File: config.mk
export PLATFORM = sky130hd
export DESIGN_NAME = reg_port_ctrl
export DESIGN_NICKNAME = d
export VERILOG_FILES = /design/src/rtl/reg_port_ctrl.sv
export SDC_FILE = /design/constraint.sdc
export NUM_CORES = 1
export LEC_CHECK = 0
export CAP_MARGIN = 20
export CORE_MARGIN = 2
export CORE_UTILIZATION = 46
export CTS_CLUSTER_DIAMETER = 150
export DETAILED_ROUTE_END_ITERATION = 16
export PLACE_DENSITY = 0.85
export SYNTH_ARGS = -nofsm -noshare
export SYNTH_HDL_FRONTEND = slang
export SYNTH_SLANG_ARGS = --single-unit
File: constraint.sdc
create_clock -name sys_clk -period 4.75 [get_ports sys_clk]
set_input_delay 1.1875 -clock sys_clk [delete_from_list [all_inputs] [get_ports sys_clk]]
set_output_delay 1.1875 -clock sys_clk [all_outputs]
set_load 0.02 [all_outputs]
File: src/rtl/reg_port_ctrl.sv
// reg_port_ctrl: sequences writeback and operand reads on a single-port register file
module reg_port_ctrl #(
  parameter int REG_IDX_WIDTH = 5,
  parameter int DATA_WIDTH    = 32
) (
  input  logic                     sys_clk,
  input  logic                     sys_rst,
  input  logic                     req_valid,
  output logic                     req_ready,
  input  logic                     req_wr_en,
  input  logic [REG_IDX_WIDTH-1:0] req_rd,
  input  logic [DATA_WIDTH-1:0]    req_wdata,
  input  logic                     req_rs1_en,
  input  logic                     req_rs2_en,
  input  logic [REG_IDX_WIDTH-1:0] req_rs1,
  input  logic [REG_IDX_WIDTH-1:0] req_rs2,
  output logic                     resp_valid,
  input  logic                     resp_ready,
  output logic [DATA_WIDTH-1:0]    resp_rs1_data,
  output logic [DATA_WIDTH-1:0]    resp_rs2_data,
  output logic                     rf_op,
  output logic                     rf_rw,
  output logic [REG_IDX_WIDTH-1:0] rf_reg_idx,
  output logic [DATA_WIDTH-1:0]    rf_data_w,
  input  logic [DATA_WIDTH-1:0]    rf_data_r
);
  typedef enum logic [2:0] {IDLE, WR, RD1, RD2, RESP} state_t;
  state_t                   state_q, state_d;
  logic                     wr_en_q, wr_en_d, rs1_en_q, rs1_en_d, rs2_en_q, rs2_en_d;
  logic [REG_IDX_WIDTH-1:0] rd_q, rd_d, rs1_q, rs1_d, rs2_q, rs2_d;
  logic [DATA_WIDTH-1:0]    wdata_q, wdata_d, rs1_data_q, rs1_data_d, rs2_data_q, rs2_data_d;
  logic                     go_wr, go_rd1, go_rd2;
  assign go_wr  = req_wr_en && req_rd != '0;
  assign go_rd1 = rs1_en_q && rs1_q != '0;
  assign go_rd2 = rs2_en_q && rs2_q != '0;
  // next-state: latch on accept, skip x0/disabled accesses, capture read data on leaving a read
  always_comb begin
    state_d    = state_q;
    wr_en_d    = wr_en_q;
    rd_d       = rd_q;
    wdata_d    = wdata_q;
    rs1_en_d   = rs1_en_q;
    rs1_d      = rs1_q;
    rs2_en_d   = rs2_en_q;
    rs2_d      = rs2_q;
    rs1_data_d = rs1_data_q;
    rs2_data_d = rs2_data_q;
    case (state_q)
      IDLE: if (req_valid) begin
        wr_en_d    = req_wr_en;
        rd_d       = req_rd;
        wdata_d    = req_wdata;
        rs1_en_d   = req_rs1_en;
        rs1_d      = req_rs1;
        rs2_en_d   = req_rs2_en;
        rs2_d      = req_rs2;
        rs1_data_d = '0;
        rs2_data_d = '0;
        state_d    = go_wr ? WR :
                     (req_rs1_en && req_rs1 != '0) ? RD1 :
                     (req_rs2_en && req_rs2 != '0) ? RD2 : RESP;
      end
      WR:   state_d = go_rd1 ? RD1 : go_rd2 ? RD2 : RESP;
      RD1: begin
        rs1_data_d = rf_data_r;
        state_d    = go_rd2 ? RD2 : RESP;
      end
      RD2: begin
        rs2_data_d = rf_data_r;
        state_d    = RESP;
      end
      RESP: state_d = resp_ready ? IDLE : RESP;
      default: state_d = IDLE;
    endcase
  end
  // state and latched fields; reset aborts and clears captured data
  always_ff @(posedge sys_clk) begin
    if (sys_rst) begin
      state_q    <= IDLE;
      wr_en_q    <= 1'b0;
      rd_q       <= '0;
      wdata_q    <= '0;
      rs1_en_q   <= 1'b0;
      rs1_q      <= '0;
      rs2_en_q   <= 1'b0;
      rs2_q      <= '0;
      rs1_data_q <= '0;
      rs2_data_q <= '0;
    end else begin
      state_q    <= state_d;
      wr_en_q    <= wr_en_d;
      rd_q       <= rd_d;
      wdata_q    <= wdata_d;
      rs1_en_q   <= rs1_en_d;
      rs1_q      <= rs1_d;
      rs2_en_q   <= rs2_en_d;
      rs2_q      <= rs2_d;
      rs1_data_q <= rs1_data_d;
      rs2_data_q <= rs2_data_d;
    end
  end
  assign req_ready     = state_q == IDLE;
  assign resp_valid    = state_q == RESP;
  assign resp_rs1_data = rs1_data_q;
  assign resp_rs2_data = rs2_data_q;
  assign rf_op         = state_q == WR || state_q == RD1 || state_q == RD2;
  assign rf_rw         = state_q == WR;
  assign rf_reg_idx    = state_q == WR ? rd_q : state_q == RD1 ? rs1_q : state_q == RD2 ? rs2_q : '0;
  assign rf_data_w     = state_q == WR ? wdata_q : '0;
  logic unused;
  assign unused = wr_en_q;
endmodule

==> reports/results.tsv, run 1 <==
stage	metric	value	unit
power_and_ir_drop	LEAKAGE	2.532	nW
cells_and_area	Sequential Area	2322	um^2
global_route	GRT Overall Usage	25.85	%
worst_setup_path	CP startpoint	state_q[0]$_SDFFE_PP0P_	
worst_setup_path	worst-path cell chain	nor3b_2 > buf_4 > and2_1 > clkdlybuf4s50_1	
sta	Tightest Pin Transition	739.7	ps
power_and_ir_drop	Sw Ratio	30.41	%
synthesis	Synth Cell Area	4695	um^2
sta	RSZ-0062 raised after global routing	no	
worst_setup_path	required time of the critical path	3560	ps
die	core area	9819	um^2
worst_setup_path	slowest cell on the critical path	dfxtp_1	
worst_setup_path	WP buf/inv	2	
worst_setup_path	reg2reg start	state_q[1]$_SDFFE_PP0P_	
power_and_ir_drop	internal power	2.143	mW
placed_design	RD Place Congestion	0.9097	
sta	TNS Setup	0	ps
sta	Max Slew Vio Count	0	
synthesis	cell type with the highest aggregate area in the netlist	dfxtp_1	
synthesis	Synth Area per Inst	7.683	um^2
placed_design	Final HPWL DP	9.684	mm
power_and_ir_drop	pwr dens	426.1	nW/um^2
global_route	initial antenna violation count	0	
clocking	Worst-path clk slew	60	ps
synthesis	Synth cell types	36	
sta	crit path time final	4365	ps
synthesis	register area share after synthesis	49.47	%
cells_and_area	Util after Layout	73.61	%
synthesis	Seq cells post-synth	116	
detailed_routing	DR DRC count	0	
power_and_ir_drop	power share of the clock group	40.6	%
clocking	Clock Path Buffers	2	
worst_setup_path	Setup crit end kind	output port	
cells_and_area	area of the multi-input gates	2155	um^2
clocking	post-cts repair resize count	0	
worst_hold_path	hold path depth	2	
clocking	cts hold-fix bufs	0	
sta	# setup viols final	0	
clocking	Worst-Skew Late Latency	500	ps
worst_hold_path	Endpoint, Worst Hold	wdata_q[4]$_SDFFE_PP0P_	
detailed_routing	first-pass detailed-route iteration total	5	
worst_setup_path	Worst Path Arrival	3180	ps
detailed_routing	Antenna Nets Post-Route	0	
global_route	first-pass GRT wire length	22.96	mm
synthesis	Synth Net Count	697	
power_and_ir_drop	worst vdd rail ir drop	0.2870	mV
cells_and_area	Fillers	757	
die	Die W	105.0	um
sta	final critical-path share of the clock period	91.90	%
cells_and_area	layout net count	862	
global_route	pin count of the biggest net entering global routing	117	
synthesis	largest cells by area after synthesis	dfxtp_1 49%, nand2_1 14%, a21oi_1 13%	
run	max_cap viols	0	
detailed_routing	Vias	4873	
worst_setup_path	r2r setup slk	2470	ps
power_and_ir_drop	Flop pwr share	37.1	%
clocking	Post CTS Setup Buffer Count	0	
power_and_ir_drop	Logic pwr share	22.2	%
sta	max_slew headroom	50.47	%
detailed_routing	1st-iter DRT viols	255	
sta	Setup Skew	8.748	ps
synthesis	yosys warns	0	
die	die area	11030	um^2
synthesis	Synth Instances	611	
clocking	Clock Tree Root	clkbuf_8	
placed_design	# port buffers	190	
sta	Final Hold Fails	0	
worst_setup_path	crit-path max FO	24	
worst_setup_path	stages on the worst setup path	4	
global_route	global route total overflow	0	
clocking	H-tree Lvls	4	
worst_setup_path	critical path's largest stage delay	800	ps
synthesis	top_reg_cell synth	dfxtp_1	
worst_setup_path	cell family with most CP delay	buffers and inverters	
clocking	CTS tree	yes	
clocking	number of buffers created by CTS	17	
detailed_routing	Total Wirelength	14.60	mm
synthesis	post-synth top area share	49.47	%
worst_setup_path	r2r endpoint	state_q[1]$_SDFFE_PP0P_	
synthesis	ys async rst share	0	%
worst_setup_path	Reg2Reg Depth	5	
cells_and_area	layout cells sized above 1	6.717	%
global_route	vias in the first global route	4689	
worst_setup_path	critical path type	reg2out	
sta	Peak Freq	229.1	MHz
detailed_routing	drt wl/cell	15.84	um
detailed_routing	routed vias/inst	5.285	
synthesis	Post-synth EDFFs	0	
worst_hold_path	Worst Hold Launch	wdata_q[4]$_SDFFE_PP0P_	
die	Initial Util	47.81	%
die	I/O pins	191	
worst_hold_path	path category of the worst min-delay check	reg2reg	
worst_setup_path	Setup crit start kind	register	
die	chip height	105.0	um
clocking	Clock Sinks	116	
power_and_ir_drop	Psw	0.9366	mW
cells_and_area	Layout Area Growth over Synthesis	53.97	%
run_status	status	completed	
die	site row count	36	
cells_and_area	n_diodes	0	
-- stage by stage --
stage / cells / worst slack (ps) / instance area (um^2) / power [mW] / hold WS (ps)
after floorplan: 611 / 2088 / 4695 / 1.560 / 431.7
after global placement: 888 / 1133 / 6599 / 1.798 / 438.5
after detailed placement: 888 / 995.2 / 6599 / 1.823 / 442.5
after CTS: 920 / 386.5 / 7181 / 3.075 / 450.7
after global routing: 922 / 228.1 / 7228 / 3.207 / 469.1
final: 922 / 384.8 / 7228 / 3.080 / 448.1
-- cells in the mapped netlist, types with 2 or more instances --
library cell	n
a21oi_1	119
and2_1	34
buf_1	6
buf_2	13
clkbuf_1	31
dfxtp_1	116
inv_1	3
mux2_2	5
nand2_1	171
nand3_1	65
nor2_1	16
nor3b_2	2
o21a_1	2
o21ai_0	3
o32ai_1	2
or4_1	3
-- registers in the layout, summed over array words and instances, names as in the netlist --
name and flops:
rs2_q 5, rs1_q 5, wdata_q 32, resp_rs2_data 32, state_q 3, rs2_en_q 1, rs1_en_q 1, rd_q 5
resp_rs1_data 32
-- worst reg2reg max path, delay by kind of cell (launching register included) --
kind | cells | cell delay, ps
compound gates | 3 | 470
buf+inv | 1 | 390
flops | 1 | 720
simple gates | 1 | 650
-- final cells by class --
type / instances / area share, %
timing repair buffer: 198 / 27.56
clock inverter: 12 / 2.164
tap: 133 / 2.302
inverter: 3 / 0.1558
multi-input combinational: 440 / 29.81
clock buffer: 20 / 5.885
sequential: 116 / 32.13
-- worst max-delay path by stage --
| stage | slack, ps | to |
|---|---|---|
| floorplan | 2090 | rf_data_w[22] |
| global placement | 1130 | rf_data_w[13] |
| detailed placement | 1000 | rf_data_w[20] |
| CTS | 390 | rf_data_w[20] |
| global route | 230 | rf_data_w[8] |
| finish | 380 | rf_data_w[8] |
-- cells in the final DEF, fill, tap and decap left out, drive strengths merged, types with 2 or more instances in the layout --
cell type	count
nor2	16
clkinv	4
and2	34
inv	4
clkdlybuf4s50	189
nand2	171
a21oi	119
clkinvlp	4
or4	4
dfxtp	116
o21ai	3
nand3	65
bufinv	3
nor3	2
clkbuf	20
nor3b	2
o32ai	2
mux2	5
buf	9
o21a	2
or2	2
-- logic make-up after synthesis --
family	Yosys count	synth area share [%]
multiplexers	5	1.199
AND/OR/NAND/NOR	299	28.65
AO/OA/AOI/OAI	136	15.70
flip-flops	116	49.47
buffers and inverters	55	4.984
-- layer usage --
layer	global-route usage (%)	vias up	wire, um
met5	0	-	0
li1	-	2374	-
met2	43.74	232	7234
met1	30.39	2251	5902
met4	8.095	0	198
met3	9.545	16	1269
-- power by group through the flow --
stage | Sequential, mW | Combinational, mW | Clock (mW)
after floorplan | 1.14 | 0.415 | 0
after global placement | 1.16 | 0.643 | 0
after detailed placement | 1.16 | 0.661 | 0
after CTS | 1.14 | 0.668 | 1.26
after global routing | 1.15 | 0.740 | 1.31
final | 1.14 | 0.685 | 1.25
No activity file was read; power rests on OpenSTA's default activity.
==> run 2: changes to the inputs <==
--- a/config.mk
+++ b/config.mk
@@ -11,6 +11,7 @@
 export CTS_CLUSTER_DIAMETER = 150
 export DETAILED_ROUTE_END_ITERATION = 16
 export PLACE_DENSITY = 0.85
+export REMOVE_ABC_BUFFERS = 1
 export SYNTH_ARGS = -nofsm -noshare
 export SYNTH_HDL_FRONTEND = slang
 export SYNTH_SLANG_ARGS = --single-unit
==> reports/results.tsv, run 2 (synthesis results as in run 1) <==
stage	metric	value	unit
power_and_ir_drop	Psw	0.9403	mW
sta	PnR worst setup slack	872.3	ps
power_and_ir_drop	internal power	2.177	mW
die	Initial Util	47.81	%
sta	Final Hold Fails	0	
run	max_cap viols	0	
worst_setup_path	crit-path max FO	35	
cells_and_area	layout cells sized above 1	7.098	%
cells_and_area	Layout Area Growth over Synthesis	54.56	%
detailed_routing	drt wl/cell	15.55	um
worst_hold_path	hold path depth	2	
detailed_routing	Total Wirelength	14.34	mm
clocking	number of buffers created by CTS	17	
detailed_routing	DR DRC count	0	
sta	RSZ-0062 raised after global routing	no	
die	core area	9819	um^2
detailed_routing	1st-iter DRT viols	270	
detailed_routing	Vias	4896	
clocking	CTS tree	yes	
detailed_routing	first-pass detailed-route iteration total	5	
worst_hold_path	Endpoint, Worst Hold	wdata_q[0]$_SDFFE_PP0P_	
worst_setup_path	Setup crit start kind	register	
power_and_ir_drop	LEAKAGE	2.558	nW
placed_design	# port buffers	190	
worst_hold_path	Worst Hold Launch	wdata_q[0]$_SDFFE_PP0P_	
worst_setup_path	Worst Path Arrival	2690	ps
global_route	pin count of the biggest net entering global routing	114	
die	chip height	105.0	um
placed_design	Final HPWL DP	9.301	mm
power_and_ir_drop	worst vdd rail ir drop	0.2801	mV
clocking	Clock Path Buffers	2	
power_and_ir_drop	Sw Ratio	30.16	%
die	die area	11030	um^2
clocking	Post CTS Setup Buffer Count	0	
sta	Worst Hold Margin	452.0	ps
sta	Max Slew Vio Count	0	
detailed_routing	routed vias/inst	5.310	
sta	# setup viols final	0	
clocking	post-cts repair resize count	0	
global_route	first-pass GRT wire length	22.52	mm
die	site row count	36	
sta	crit path time final	3878	ps
die	Die W	105.0	um
worst_setup_path	Reg2Reg Depth	5	
sta	max_slew headroom	48.54	%
clocking	Worst-path clk slew	60	ps
clocking	Clock Sinks	116	
sta	Peak Freq	257.9	MHz
global_route	GRT Overall Usage	25.17	%
worst_setup_path	Setup crit end kind	output port	
cells_and_area	layout net count	862	
cells_and_area	leading cell type in the layout, fill and taps excluded	clkdlybuf4s50_1	
clocking	Clock Tree Root	clkbuf_8	
global_route	vias in the first global route	4703	
cells_and_area	n_diodes	0	
clocking	H-tree Lvls	4	
placed_design	RD Place Congestion	0.8397	
worst_setup_path	required time of the critical path	3560	ps
run_status	status	completed	
worst_setup_path	critical path type	reg2out	
placed_design	pre-CTS setup slack	1395	ps
worst_hold_path	path category of the worst min-delay check	reg2reg	
die	I/O pins	191	
power_and_ir_drop	power share of the clock group	41.6	%
worst_setup_path	reg2reg start	state_q[0]$_SDFFE_PP0P_	
power_and_ir_drop	Tot Pwr	3.118	mW
global_route	global route total overflow	0	
cells_and_area	most frequent cells in the layout	189 x clkdlybuf4s50_1, 170 x nand2_1, 119 x a21oi_1, 116 x dfxtp_1, 65 x nand3_1	
power_and_ir_drop	pwr dens	429.7	nW/um^2
cells_and_area	Util after Layout	73.89	%
sta	Tightest Pin Transition	771.9	ps
clocking	cts hold-fix bufs	0	
worst_setup_path	r2r endpoint	resp_rs1_data[8]$_SDFFE_PP0P_	
clocking	Worst-Skew Late Latency	500	ps
sta	final critical-path share of the clock period	81.64	%
global_route	initial antenna violation count	0	
sta	TNS Setup	0	ps
power_and_ir_drop	Flop pwr share	36.7	%
detailed_routing	Antenna Nets Post-Route	0	
worst_setup_path	r2r setup slk	2530	ps
sta	Setup Skew	10.74	ps
power_and_ir_drop	Logic pwr share	21.7	%
-- run 2: changes by cell type in the layout (fill, tap and decap cells not counted), sizes merged --
cell / before / now
clkinv: 4 / 7
clkinvlp: 4 / 1
clkbuf: 20 / 19
inv: 4 / 5
-- run 2: layer usage --
| layer | up-vias | global-route usage, % | routed length [um] |
|---|---|---|---|
| li1 | 2374 | - | - |
| met1 | 2287 | 27.60 | 5575 |
| met5 | - | 0 | 0 |
| met3 | 31 | 10.92 | 1432 |
| met4 | 0 | 9.714 | 316 |
| met2 | 204 | 42.86 | 7013 |
-- run 2: how the worst max path moves through the flow --
stage,startpoint,end,slack (ps),depth (start not counted)
after floorplan,req_valid,resp_rs1_data[0]$_SDFFE_PP0P_,1420,3
after global placement,state_q[0]$_SDFFE_PP0P_,rf_data_w[13],1540,4
after detailed placement,state_q[0]$_SDFFE_PP0P_,rf_data_w[13],1400,4
after CTS,state_q[0]$_SDFFE_PP0P_,rf_data_w[13],870,4
after global routing,state_q[0]$_SDFFE_PP0P_,rf_data_w[1],750,4
final,state_q[0]$_SDFFE_PP0P_,rf_data_w[13],870,4
-- run 2: power groups by stage --
stage	logic, mW	registers [mW]	clock network (mW)
3_5_place_dp	0.657	1.16	0
2_1_floorplan	0.334	1.17	0
4_1_cts	0.662	1.14	1.31
5_1_grt	0.733	1.15	1.36
6_report	0.677	1.14	1.30
3_3_place_gp	0.636	1.16	0
-- run 2: area by class of cell --
class	instances	area [um^2]
timing repair buffer	198	1987
sequential	116	2322
multi-input combinational	440	2155
tap	133	166.4
inverter	3	11.26
clock inverter	13	172.7
clock buffer	19	441.7
fill	727	2564
-- run 2: per-stage QoR --
stage	instance area [um^2]	cells
floorplan	4472	559
global placement	6599	888
detailed placement	6614	889
CTS	7228	921
global route	7256	922
finish	7256	922
-- run 2: critical path: stages, from the launching register on --
cell             delay, ps
dfxtp_1                800
nor3b_2                280
buf_4                  310
and2_1                 180
clkdlybuf4s50_1        620
==> run 3: changes to the inputs <==
--- a/config.mk
+++ b/config.mk
@@ -7,10 +7,10 @@
 export LEC_CHECK = 0
 export CAP_MARGIN = 20
 export CORE_MARGIN = 2
-export CORE_UTILIZATION = 46
+export CORE_UTILIZATION = 43
 export CTS_CLUSTER_DIAMETER = 150
 export DETAILED_ROUTE_END_ITERATION = 16
-export PLACE_DENSITY = 0.85
+export PLACE_DENSITY = 0.8
 export REMOVE_ABC_BUFFERS = 1
 export SYNTH_ARGS = -nofsm -noshare
 export SYNTH_HDL_FRONTEND = slang
==> constraint.sdc (replaced) <==
create_clock -name sys_clk -period 3.7 [get_ports sys_clk]
set_input_delay 0.925 -clock sys_clk [delete_from_list [all_inputs] [get_ports sys_clk]]
set_output_delay 0.925 -clock sys_clk [all_outputs]
set_load 0.02 [all_outputs]
==> reports/results.tsv, run 3 (synthesis results as in run 1) <==
stage	metric	value	unit
run_status	status	completed	
power_and_ir_drop	Tot Pwr	4.006	mW
sta	Worst Hold Margin	450.1	ps
sta	TNS Setup	0	ps
worst_setup_path	worst setup path endpoint	rf_data_w[0]	
run	max_cap viols	0	
clocking	Worst-Skew Late Latency	490	ps
worst_hold_path	path category of the worst min-delay check	reg2reg	
power_and_ir_drop	worst vdd rail ir drop	0.2926	mV
die	core area	10750	um^2
detailed_routing	Antenna Nets Post-Route	0	
worst_setup_path	Worst Path Arrival	2430	ps
sta	max_slew headroom	40.84	%
clocking	number of buffers created by CTS	17	
cells_and_area	n_diodes	0	
die	site row count	38	
clocking	Clock Path Buffers	2	
worst_setup_path	critical path's largest stage delay	620	ps
clocking	CTS tree	yes	
global_route	vias in the first global route	4641	
cells_and_area	final non-filler cell total	929	
cells_and_area	layout cells sized above 1	7.224	%
detailed_routing	Vias	4870	
worst_setup_path	reg2reg start	state_q[2]$_SDFFE_PP0P_	
clocking	cts hold-fix bufs	0	
detailed_routing	Total Wirelength	14.23	mm
global_route	GRT Overall Usage	23.62	%
detailed_routing	routed vias/inst	5.242	
cells_and_area	Fillers	888	
detailed_routing	first-pass detailed-route iteration total	6	
global_route	global route total overflow	0	
detailed_routing	1st-iter DRT viols	304	
clocking	H-tree Lvls	4	
power_and_ir_drop	pwr dens	551.7	nW/um^2
cells_and_area	Layout Area Growth over Synthesis	54.66	%
global_route	first-pass GRT wire length	22.31	mm
placed_design	placed cell area	6628	um^2
clocking	Worst-path clk slew	50	ps
cells_and_area	leading cell type in the layout, fill and taps excluded	clkdlybuf4s50_1	
placed_design	# port buffers	190	
sta	Max Slew Vio Count	0	
worst_setup_path	cell family with most CP delay	buffers and inverters	
worst_setup_path	r2r endpoint	wdata_q[20]$_SDFFE_PP0P_	
sta	crit path time final	3356	ps
placed_design	RD Place Congestion	0.7883	
clocking	Clock Sinks	116	
cells_and_area	most frequent cells in the layout	189 x clkdlybuf4s50_1, 170 x nand2_1, 119 x a21oi_1, 115 x dfxtp_1, 65 x nand3_1	
cells_and_area	Design Area, Final	7261	um^2
worst_setup_path	slowest cell on the critical path	clkdlybuf4s50_1	
worst_setup_path	r2r setup slk	1620	ps
worst_setup_path	Setup crit start kind	register	
worst_setup_path	required time of the critical path	2770	ps
detailed_routing	DR DRC count	0	
die	die area	11770	um^2
sta	Final Hold Fails	0	
clocking	Post CTS Setup Buffer Count	0	
worst_setup_path	Reg2Reg Depth	5	
worst_setup_path	stages on the worst setup path	4	
sta	final critical-path share of the clock period	90.71	%
clocking	post-cts repair resize count	0	
sta	# setup viols final	0	
worst_setup_path	worst-path cell chain	nor3b_2 > buf_4 > and2_1 > clkdlybuf4s50_1	
placed_design	Final HPWL DP	9.199	mm
die	chip height	108.5	um
worst_setup_path	crit-path max FO	35	
power_and_ir_drop	LEAKAGE	2.552	nW
clocking	Clock Tree Root	clkbuf_8	
worst_setup_path	WP buf/inv	2	
worst_setup_path	critical path type	reg2out	
detailed_routing	drt wl/cell	15.32	um
global_route	initial antenna violation count	0	
cells_and_area	layout net count	862	
sta	Peak Freq	298.0	MHz
global_route	pin count of the biggest net entering global routing	114	
die	Die W	108.5	um
sta	Tightest Pin Transition	887.4	ps
worst_setup_path	Setup crit end kind	output port	
sta	RSZ-0062 raised after global routing	no	
die	Initial Util	43.69	%
placed_design	Placed Instances	896	
die	I/O pins	191	
sta	Setup Skew	7.810	ps
worst_setup_path	CP startpoint	state_q[0]$_SDFFE_PP0P_	
==> run 3: tightest hold or removal path, delay by kind of cell (launching register included) <==
kind               cells  cell delay [ps]
DFF                    1              300
and+or+nand+nor        1               50
AOI/OAI and AO/OA      1               50
==> run 3: how the worst min path moves through the flow <==
stage | to | slack [ps] | cells past startpoint | from
after floorplan | wdata_q[0]$_SDFFE_PP0P_ | 430 | 2 | wdata_q[0]$_SDFFE_PP0P_
after global placement | wdata_q[9]$_SDFFE_PP0P_ | 440 | 2 | wdata_q[9]$_SDFFE_PP0P_
after detailed placement | wdata_q[9]$_SDFFE_PP0P_ | 440 | 2 | wdata_q[9]$_SDFFE_PP0P_
after CTS | wdata_q[9]$_SDFFE_PP0P_ | 450 | 2 | wdata_q[9]$_SDFFE_PP0P_
after global routing | wdata_q[21]$_SDFFE_PP0P_ | 460 | 2 | wdata_q[21]$_SDFFE_PP0P_
final | wdata_q[9]$_SDFFE_PP0P_ | 450 | 2 | wdata_q[9]$_SDFFE_PP0P_
==> run 3: cell type report <==
class,instances,area [um^2],area share (%)
Clock buffer,18,427.9,5.894
Clock inverter,14,176.4,2.430
Inverter,3,11.26,0.1551
Multi-Input combinational cell,440,2155,29.67
Sequential cell,116,2323,32.00
Tap cell,140,175.2,2.413
Timing Repair Buffer,198,1992,27.43
==> run 3: stage by stage <==
stage	util (%)	worst slack (ps)
floorplan	-	615.6
global placement	61.68	749.1
detailed placement	61.68	618.5
CTS	67.30	73.15
global route	67.57	215.0
finish	67.57	343.9
==> run 3: per-layer routing <==
layer	vias to the layer above	track usage, %	routed length (um)
met5	-	0	0
met4	0	6.777	178
met3	17	6.631	1068
met2	184	41.79	7172
met1	2288	27.80	5815
li1	2381	-	-
==> run 3: where the power goes <==
| part | total, mW | internal, mW | switching (mW) | leakage, nW |
|---|---|---|---|---|
| Combinational | 0.877 | 0.365 | 0.511 | 1.32 |
| Clock | 1.66 | 1.05 | 0.604 | 0.293 |
| Sequential | 1.47 | 1.37 | 0.105 | 0.943 |
| Total | 4.01 | 2.79 | 1.22 | 2.55 |
